File: src/rtl/seg7_pkg.sv
// Shared glyph table, scan state encoding and sizing helper for the
// seven-segment scan driver.
package seg7_pkg;

  localparam logic [6:0] SEG_OFF = 7'b000_0000;
  localparam logic [6:0] SEG_ALL = 7'b111_1111;

  // Segment order {a,b,c,d,e,f,g}; entry n is the glyph for nibble value n.
  localparam logic [0:15][6:0] GLYPHS = {
    7'b111_1110, 7'b011_0000, 7'b110_1101, 7'b111_1001,
    7'b011_0011, 7'b101_1011, 7'b101_1111, 7'b111_0000,
    7'b111_1111, 7'b111_1011, 7'b111_0111, 7'b001_1111,
    7'b100_1110, 7'b011_1101, 7'b100_1111, 7'b100_0111
  };

  typedef enum logic {
    ST_GUARD = 1'b0,
    ST_SHOW  = 1'b1
  } state_e;

  function automatic int clog2(input int value);
    int w;
    w = 1;
    while ((1 << w) < value) w++;
    return w;
  endfunction

endpackage

File: src/rtl/seg7_font.sv
// Nibble to seven-segment glyph; with HEX_MODE=0 values 10..15 light every segment.
module seg7_font
  import seg7_pkg::*;
#(
  parameter int HEX_MODE = 1
) (
  input  logic [3:0] nib,
  output logic [6:0] glyph
);

  // glyph lookup
  always_comb begin
    if ((HEX_MODE == 0) && (nib > 4'd9)) begin
      glyph = SEG_ALL;
    end else begin
      glyph = GLYPHS[nib];
    end
  end

endmodule

File: src/rtl/seg7_scan_driver.sv
// Time-multiplexed seven-segment driver: one snapshot per frame, one digit lit
// at a time with an all-off guard between digits, all outputs registered.
module seg7_scan_driver
  import seg7_pkg::*;
#(
  parameter int NUM_DIGITS     = 4,
  parameter int SCAN_DIV       = 50000,
  parameter int GUARD_CYCLES   = 2,
  parameter int HEX_MODE       = 1,
  parameter int LZ_SUPPRESS    = 0,
  parameter int SEG_ACTIVE_LOW = 0,
  parameter int DIG_ACTIVE_LOW = 0
) (
  input  logic                      clk,
  input  logic                      rst,
  input  logic [4*NUM_DIGITS-1:0]   din,
  input  logic [NUM_DIGITS-1:0]     dp_in,
  input  logic [NUM_DIGITS-1:0]     digit_en,
  output logic [6:0]                seg,
  output logic                      dp,
  output logic [NUM_DIGITS-1:0]     dig,
  output logic                      frame_tick
);

  localparam int IDX_W   = clog2(NUM_DIGITS);
  localparam int CNT_MAX = (SCAN_DIV > GUARD_CYCLES) ? SCAN_DIV : GUARD_CYCLES;
  localparam int CNT_W   = clog2(CNT_MAX);

  localparam logic [IDX_W-1:0]      IDX_LAST   = IDX_W'(NUM_DIGITS - 1);
  localparam logic [CNT_W-1:0]      SHOW_LAST  = CNT_W'(SCAN_DIV - 1);
  localparam logic [CNT_W-1:0]      GUARD_LAST = CNT_W'(GUARD_CYCLES - 1);
  localparam logic [6:0]            SEG_INV    = (SEG_ACTIVE_LOW != 0) ? 7'h7F : 7'h00;
  localparam logic                  DP_INV     = (SEG_ACTIVE_LOW != 0);
  localparam logic [NUM_DIGITS-1:0] DIG_INV    = (DIG_ACTIVE_LOW != 0) ? '1 : '0;

  state_e                  state_q, state_d;
  logic [IDX_W-1:0]        idx_q, idx_d;
  logic [CNT_W-1:0]        cnt_q, cnt_d;
  logic [4*NUM_DIGITS-1:0] snap_din_q, snap_din_d;
  logic [NUM_DIGITS-1:0]   snap_dp_q, snap_dp_d;
  logic [NUM_DIGITS-1:0]   snap_en_q, snap_en_d;
  logic [6:0]              seg_q, seg_d;
  logic                    dp_q, dp_d;
  logic [NUM_DIGITS-1:0]   dig_q, dig_d;
  logic                    frame_tick_q, frame_tick_d;

  logic [3:0]              nib_sel;
  logic [6:0]              glyph;
  logic [NUM_DIGITS-1:0]   upper_zero;
  logic                    suppress;

  assign nib_sel = snap_din_q[{idx_q, 2'b00} +: 4];

  seg7_font #(.HEX_MODE(HEX_MODE)) u_font (
    .nib   (nib_sel),
    .glyph (glyph)
  );

  // scan sequencer; the snapshot is taken only on the last guard cycle before digit 0
  always_comb begin
    state_d    = state_q;
    idx_d      = idx_q;
    cnt_d      = cnt_q + CNT_W'(1);
    snap_din_d = snap_din_q;
    snap_dp_d  = snap_dp_q;
    snap_en_d  = snap_en_q;
    case (state_q)
      ST_GUARD: begin
        if (cnt_q == GUARD_LAST) begin
          state_d = ST_SHOW;
          cnt_d   = '0;
          if (idx_q == '0) begin
            snap_din_d = din;
            snap_dp_d  = dp_in;
            snap_en_d  = digit_en;
          end else begin
            snap_din_d = snap_din_q;
          end
        end else begin
          state_d = ST_GUARD;
        end
      end
      ST_SHOW: begin
        if (cnt_q == SHOW_LAST) begin
          state_d = ST_GUARD;
          cnt_d   = '0;
          idx_d   = (idx_q == IDX_LAST) ? '0 : idx_q + IDX_W'(1);
        end else begin
          state_d = ST_SHOW;
        end
      end
      default: begin
        state_d = ST_GUARD;
        idx_d   = '0;
        cnt_d   = '0;
      end
    endcase
  end

  // digit k is a leading zero when it and every more significant nibble are zero
  always_comb begin
    upper_zero = '0;
    upper_zero[NUM_DIGITS-1] = (snap_din_q[4*(NUM_DIGITS-1) +: 4] == 4'h0);
    for (int k = NUM_DIGITS - 2; k >= 0; k--) begin
      upper_zero[k] = upper_zero[k+1] && (snap_din_q[4*k +: 4] == 4'h0);
    end
    suppress = (LZ_SUPPRESS != 0) && (idx_q != '0) && upper_zero[idx_q];
  end

  // output image for the current scan state, polarity applied last
  always_comb begin
    seg_d        = SEG_OFF;
    dp_d         = 1'b0;
    dig_d        = '0;
    frame_tick_d = (state_q == ST_GUARD) && (idx_q == '0) && (cnt_q == '0);
    if (state_q == ST_SHOW) begin
      dig_d[idx_q] = 1'b1;
      if (snap_en_q[idx_q]) begin
        dp_d  = snap_dp_q[idx_q];
        seg_d = suppress ? SEG_OFF : glyph;
      end else begin
        dp_d  = 1'b0;
      end
    end else begin
      dig_d = '0;
    end
    seg_d = seg_d ^ SEG_INV;
    dp_d  = dp_d ^ DP_INV;
    dig_d = dig_d ^ DIG_INV;
  end

  // state, snapshot and output registers
  always_ff @(posedge clk) begin
    if (rst) begin
      state_q      <= ST_GUARD;
      idx_q        <= '0;
      cnt_q        <= '0;
      snap_din_q   <= '0;
      snap_dp_q    <= '0;
      snap_en_q    <= '0;
      seg_q        <= SEG_OFF ^ SEG_INV;
      dp_q         <= DP_INV;
      dig_q        <= DIG_INV;
      frame_tick_q <= 1'b0;
    end else begin
      state_q      <= state_d;
      idx_q        <= idx_d;
      cnt_q        <= cnt_d;
      snap_din_q   <= snap_din_d;
      snap_dp_q    <= snap_dp_d;
      snap_en_q    <= snap_en_d;
      seg_q        <= seg_d;
      dp_q         <= dp_d;
      dig_q        <= dig_d;
      frame_tick_q <= frame_tick_d;
    end
  end

  assign seg        = seg_q;
  assign dp         = dp_q;
  assign dig        = dig_q;
  assign frame_tick = frame_tick_q;

endmodule

File: config.mk
export PLATFORM = sky130hd
export DESIGN_NAME = seg7_scan_driver
export DESIGN_NICKNAME = d
export VERILOG_FILES = /design/src/rtl/seg7_pkg.sv /design/src/rtl/seg7_font.sv /design/src/rtl/seg7_scan_driver.sv
export SDC_FILE = /design/constraint.sdc
export NUM_CORES = 1
export LEC_CHECK = 0
export CAP_MARGIN = 25
export CORE_ASPECT_RATIO = 1.75
export CORE_MARGIN = 2
export CORE_UTILIZATION = 48
export DETAILED_ROUTE_END_ITERATION = 7
export HOLD_SLACK_MARGIN = 0.08
export MAX_ROUTING_LAYER = met4
export PLACE_DENSITY = 0.72
export SYNTH_ARGS = -nofsm -noshare
export SYNTH_HDL_FRONTEND = slang
export SYNTH_SLANG_ARGS = --single-unit
File: constraint.sdc
create_clock -name clk -period 3.2 [get_ports clk]
set_input_delay 0.32 -clock clk [delete_from_list [all_inputs] [get_ports clk]]
set_output_delay 0.32 -clock clk [all_outputs]
set_load 0.005 [all_outputs]
==> Word level (Yosys, flattened, before mapping) <==
Memory sizes are Yosys's and may differ from the RTL's. A register that Yosys moved wholly into a read port is not among the register bits.
Index checks and enable logic that the tools add are counted.
{ "word_totals": {"reg_bits": 49, "romBits": 112, "inputBits": 26, "out_inout_bits": 13, "elab_cells": 43, "n_memories": 1} }
{ "op_classes": {"add_sub_neg": 2, "n_lt_le_gt_ge": 2, "eq_ne": 3, "n_shift": 1, "n_mux": 13, "n_bitwise": 3, "reduce_logical": 9} }
{ "memory_table": {"columns": ["memory", "words", "width", "rd", "rd_clocked_by_memory_dff", "write_ports", "line_no", "source"], "rows": [
  ["(name not given)", 16, 7, 1, 1, 0, "seg7_font.sv:16", "glyph = GLYPHS[nib];"]
]} }
{ "op_table": {"columns": ["operator", "n"], "rows": [
  ["$mux W16", 2],
  ["$pmux W16 S2", 1],
  ["$add A16 B1 Y16 const B", 1],
  ["$eq A16 B1 Y1 const B", 1],
  ["$eq A16 B16 Y1 const B", 1],
  ["$logic_not A16 Y1", 1],
  ["$shiftx A16 B5 Y4", 1],
  ["$mux W1", 5],
  ["$not A4 Y5", 1],
  ["$bmux W1 S2", 2],
  ["$logic_and A1 B1 Y1", 3],
  ["$lt A2 B3 Y1 const B", 1],
  ["$reduce_and A3 Y1", 1],
  ["$reduce_or A3 Y1", 1],
  ["$add A2 B1 Y2 const B", 1],
  ["$demux W1 S2", 1],
  ["$eq A2 B2 Y1 const B", 1],
  ["$ge A2 B1 Y1 const B", 1],
  ["$logic_not A2 Y1", 1],
  ["$mux W2", 1],
  ["$not A1 Y1", 2],
  ["$pmux W1 S2", 1],
  ["$reduce_and A2 Y1", 1],
  ["$reduce_or A2 Y1", 1]
]} }

==> Longest topological paths before layout <==
{ "logic_depth": {"word_depth": 4, "depth_mapped": 8, "mapped_depth_nobuf": 6} }

==> By module <==
A second synthesis with hierarchy kept.
{ "unflattened": {"hier_cells": 292, "hier_area_um2": 2658.8} }
{ "modules_own_cells": {"columns": ["mod", "n_inst", "cells_per_inst", "area_each_um2", "seq_area_each_um2"], "rows": [
  ["seg7_scan_driver", 1, 259, 2376.0, 1121.1],
  ["seg7_font", 1, 33, 282.8, 0.0]
]} }

==> Worst setup path after synthesis <==
OpenSTA, ideal clock, no wires.
{ "synth_path": {"path_kind": "register to register", "startpoint": "register idx_q[0]", "endpoint": "register seg_q[5], in the netlist seg[5]", "setup_ns": 0.095, "arrival_ns": 1.769, "required_ns": 3.105, "path_slack_ns": 1.336, "stages_incl_launch_ff": 8, "path_buffers": 1, "synth_period_minus_slack_ns": 1.864, "cell_sequence": "dfxtp_1 > buf_6 > mux4_2 > inv_1 > ha_1 > nor2_1 > a21oi_1 > a221oi_1"} }
{ "synth_between": {"elab_chain_len": 4, "elab_cells_between_ends": 6, "classes_between": "shift (1); mux (2); bitwise (2); reduce/logical (1)"} }
{ "synth_lines": {"columns": ["element", "line_no", "source"], "rows": [
  ["start, declared", "seg7_scan_driver.sv:37", "logic [IDX_W-1:0] idx_q, idx_d;"],
  ["start signal, assigned", "seg7_scan_driver.sv:147", "idx_q <= idx_d;"],
  ["branches (longest 4 deep; another with $shiftx A16 B5 Y4)", null, null],
  ["end, declared", "seg7_scan_driver.sv:42", "logic [6:0] seg_q, seg_d;"]
]} }
Parallel ways; which one is timed is not known. The select of a mux whose other input is x is not followed.
A chain may end at the register's enable or synchronous reset.

==> Final worst setup path <==
{ "layout_path": {"startpoint": "register idx_q[0]", "endpoint": "register seg_q[3], in the netlist seg[3]"} }
The elaborated chain is that of the path after synthesis.

==> results.cfg <==
[layout]
seq_area_mm2 = 0.001121
num_antenna_cells = 0
multiInputGateArea_mm2 = 0.001431
final_nets = 361
layout-area-overhead-vs-synth_pct = 18.38
fill_cells = 502
drive_above_1_share_pct = 8.385

[clock_tree]
holdBufCountCts = 0
cts_buffers = 5
cts_htree_levels = 2
cts-resized-gates = 0
cts_buffer_depth = 2
insertion_delay_ps = 310
cts_root_buf = clkbuf_8
cts.clk_slew.worst_paths_ps = 90
cts.sinks = 56
tritoncts = built
postCtsSetupBuffers = 0

[sta]
finalMaxSlewViolations = 0
fin_crit_ps = 2207
finClkSkew_ps = 8.698
finalSetupViolCount = 0
finalHoldViolations = 0
max_freq_ghz = 0.4531
relSlewSlack_pct = 42.38
rsz0062_at_grt = no
worst_slew_pin_slew_ps = 864.3
whs_ps = 482.0
fin_crit_sh_pct = 68.98
fin_tns_setup_ps = 0

[detailed_routing]
routed_via_density = 5.706
drt_iter0_markers = 144
routed_wl_mm = 5.941
remaining_drc_errors = 0
final_antenna_net_count = 0
vias = 2271
dr.pass1.iters = 4
wl_per_cell_um = 14.93

[min_path]
hold_end = snap_din_q[7]
hold-path-cell-count = 2
hold_path.class = reg2reg
min_from = snap_din_q[7]

[pwr]
comb_power_share_pct = 22.8
switching_power_mw = 0.4707
ir_worst_vdd_uv = 315.3
cell_internal_pwr_mw = 1.132
pwr-share-clk_pct = 28.3
power_density_mw_per_mm2 = 501.1
p_sw_share_pct = 29.36
p_seq_share_pct = 48.9
p_leak_nw = 1.101

[die]
io_pins = 39
core-area_mm2 = 0.005495
row_count = 36
die_w_um = 60.72
start_util_pct = 49.18
die_area_mm2 = 0.006270
dieHeight_um = 103.3

[place]
dp.final_hpwl_mm = 4.314
gp_congestion = 0.8849
port_buffers = 38

[synth]
synth.distinct_cells = 44
syn_area_mm2 = 0.002703
avgSynthCellArea_um2 = 9.192
syn-instance-count = 294
synth_edf_count = 0
ys_seq_area_share_pct = 41.48
ys_seq_elements = 56
synth-async-reset-ratio_pct = 0
yosysWarnings = 0
synth_ff_type = dfxtp_1
synth_nets = 334

[critical_path]
cp_max_fo = 11
path_cells = mux4_2, ha_1, nor2b_1, a211o_1, a21oi_1
critPathRequiredTime_ps = 3440
rr_startpoint = idx_q[0]
crit_arrival_ps = 2450
worst_setup_path_end_kind = flip-flop
rrSetupSlack_ps = 990
path_depth = 5
cp_slowest_stage_delay_ps = 660
rr_worst_depth = 5
cp_slowest_cell = dfxtp_1
crit_type = reg2reg
crit_family = flip-flops
cp-start-kind = flip-flop
rr_endpoint = seg[3]
cp.buffers_inverters = 0

[global_routing]
grt_pass1_vias = 2181
grt_antenna_before_repair = 0
grt_max_degree = 45
grt_first_pass_wirelength_mm = 9.735
grt_use_total_pct = 21.21
grt_overflow = 0

[run_status]
status = complete, no violations

[job]
cap_viol_max_count = 0
==> per-stage QoR <==
step	util, %	setup slack, ps	cells	total power [mW]	area [µm²]
final	58.22	992.8	398	1.603	3199
after global routing	58.22	804.5	398	1.686	3199
after CTS	58.22	990.5	398	1.617	3199
after detailed placement	56.26	1005	390	1.166	3092
after global placement	56.26	1066	390	1.157	3092
after floorplan	-	1336	294	1.063	2703
==> how the worst max path moves through the flow <==
stage                     slack (ps)  startpoint     end
after floorplan                 1340    idx_q[0]  seg[5]
after global placement          1070    idx_q[0]  seg[5]
after detailed placement        1010    idx_q[0]  seg[5]
after CTS                        990    idx_q[0]  seg[5]
after global routing             800    idx_q[0]  seg[5]
final                            990    idx_q[0]  seg[3]
==> final cells by class <==
class,count,share of cell area [%]
multi-input combinational,206,44.74
clock buffer,6,2.268
tap,76,2.972
timing repair buffer,41,12.59
inverter,11,1.291
sequential,56,35.04
clock inverter,2,1.095
==> power by group through the flow <==
stage / registers, mW / logic [mW] / clock network, mW
2_1_floorplan: 0.791 / 0.273 / 0
5_1_grt: 0.792 / 0.409 / 0.485
3_3_place_gp: 0.798 / 0.359 / 0
3_5_place_dp: 0.800 / 0.366 / 0
4_1_cts: 0.784 / 0.367 / 0.466
6_report: 0.784 / 0.366 / 0.454
==> routing by layer <==
metal  global-route usage [%]  wire [µm]
met1                    21.90       2393
met4                    7.860        145
met5                        -          0
met3                    3.607        153
met2                    38.79       3249
==> worst register-to-register path: stages, from the launching register on <==
cell	delay [ps]
dfxtp_1	660
mux4_2	630
ha_1	280
nor2b_1	150
a211o_1	280
a21oi_1	150
==> cell usage in the layout, fill, tap and decap left out, drive strengths merged, types with 2 or more instances in the layout <==
| cell type | count |
|---|---|
| clkbuf | 6 |
| o31ai | 2 |
| inv | 11 |
| a221oi | 5 |
| and3 | 6 |
| nor3 | 16 |
| dfxtp | 56 |
| a21oi | 31 |
| o21ai | 30 |
| or4 | 3 |
| mux4 | 6 |
| a211oi | 3 |
| xor2 | 3 |
| nor2b | 3 |
| nor3b | 2 |
| nand2 | 11 |
| nand3 | 34 |
| buf | 3 |
| xnor2 | 8 |
| nor2 | 4 |
| nor4 | 5 |
| and2 | 6 |
| ha | 14 |
| nand4 | 3 |
| and4 | 4 |
| clkdlybuf4s50 | 38 |
==> logic make-up (layout without fill, tap and decap cells) <==
| logic type | after synthesis | after routing | share of synthesized area (%) |
|---|---|---|---|
| compound gates | 74 | 74 | 15.97 |
| xor+xnor | 11 | 11 | 3.565 |
| fa+ha+maj | 14 | 14 | 6.482 |
| buf+inv | 32 | 60 | 5.555 |
| flops | 56 | 56 | 41.48 |
| mux | 6 | 6 | 5.000 |
| simple gates | 101 | 101 | 21.94 |
==> registers in the layout, summed over array words and instances, names as in the netlist <==
| register | cells |
|---|---|
| snap_din_q | 16 |
| snap_dp_q | 4 |
| snap_en_q | 4 |
| frame_tick | 1 |
| dig | 4 |
| state_q | 1 |
| seg | 7 |
| idx_q | 2 |
| cnt_q | 16 |
| dp | 1 |
==> synth_stat cells (2+ instances only) <==
cell | n | share of area [%]
clkbuf_1 | 13 | 1.8
mux4_2 | 6 | 5.0
xor2_1 | 3 | 0.97
and4_1 | 3 | 0.97
nor2b_1 | 3 | 0.69
and2_1 | 5 | 1.2
inv_1 | 11 | 1.5
o21ai_0 | 29 | 5.4
dfxtp_1 | 56 | 41
a211oi_1 | 2 | 0.56
buf_4 | 3 | 0.83
buf_6 | 2 | 0.83
nor2_1 | 4 | 0.56
and3_1 | 5 | 1.2
nand2_1 | 11 | 1.5
a21oi_1 | 31 | 5.7
xnor2_1 | 8 | 2.6
a221oi_1 | 4 | 1.3
nor3_1 | 16 | 3.0
or4_1 | 2 | 0.56
o31ai_1 | 2 | 0.56
nand4_1 | 3 | 0.69
nor4_1 | 4 | 0.93
ha_1 | 14 | 6.5
nand3_1 | 32 | 5.9
buf_2 | 3 | 0.56
nor3b_1 | 2 | 0.56
Note: power is estimated with default switching activity, not from simulation.
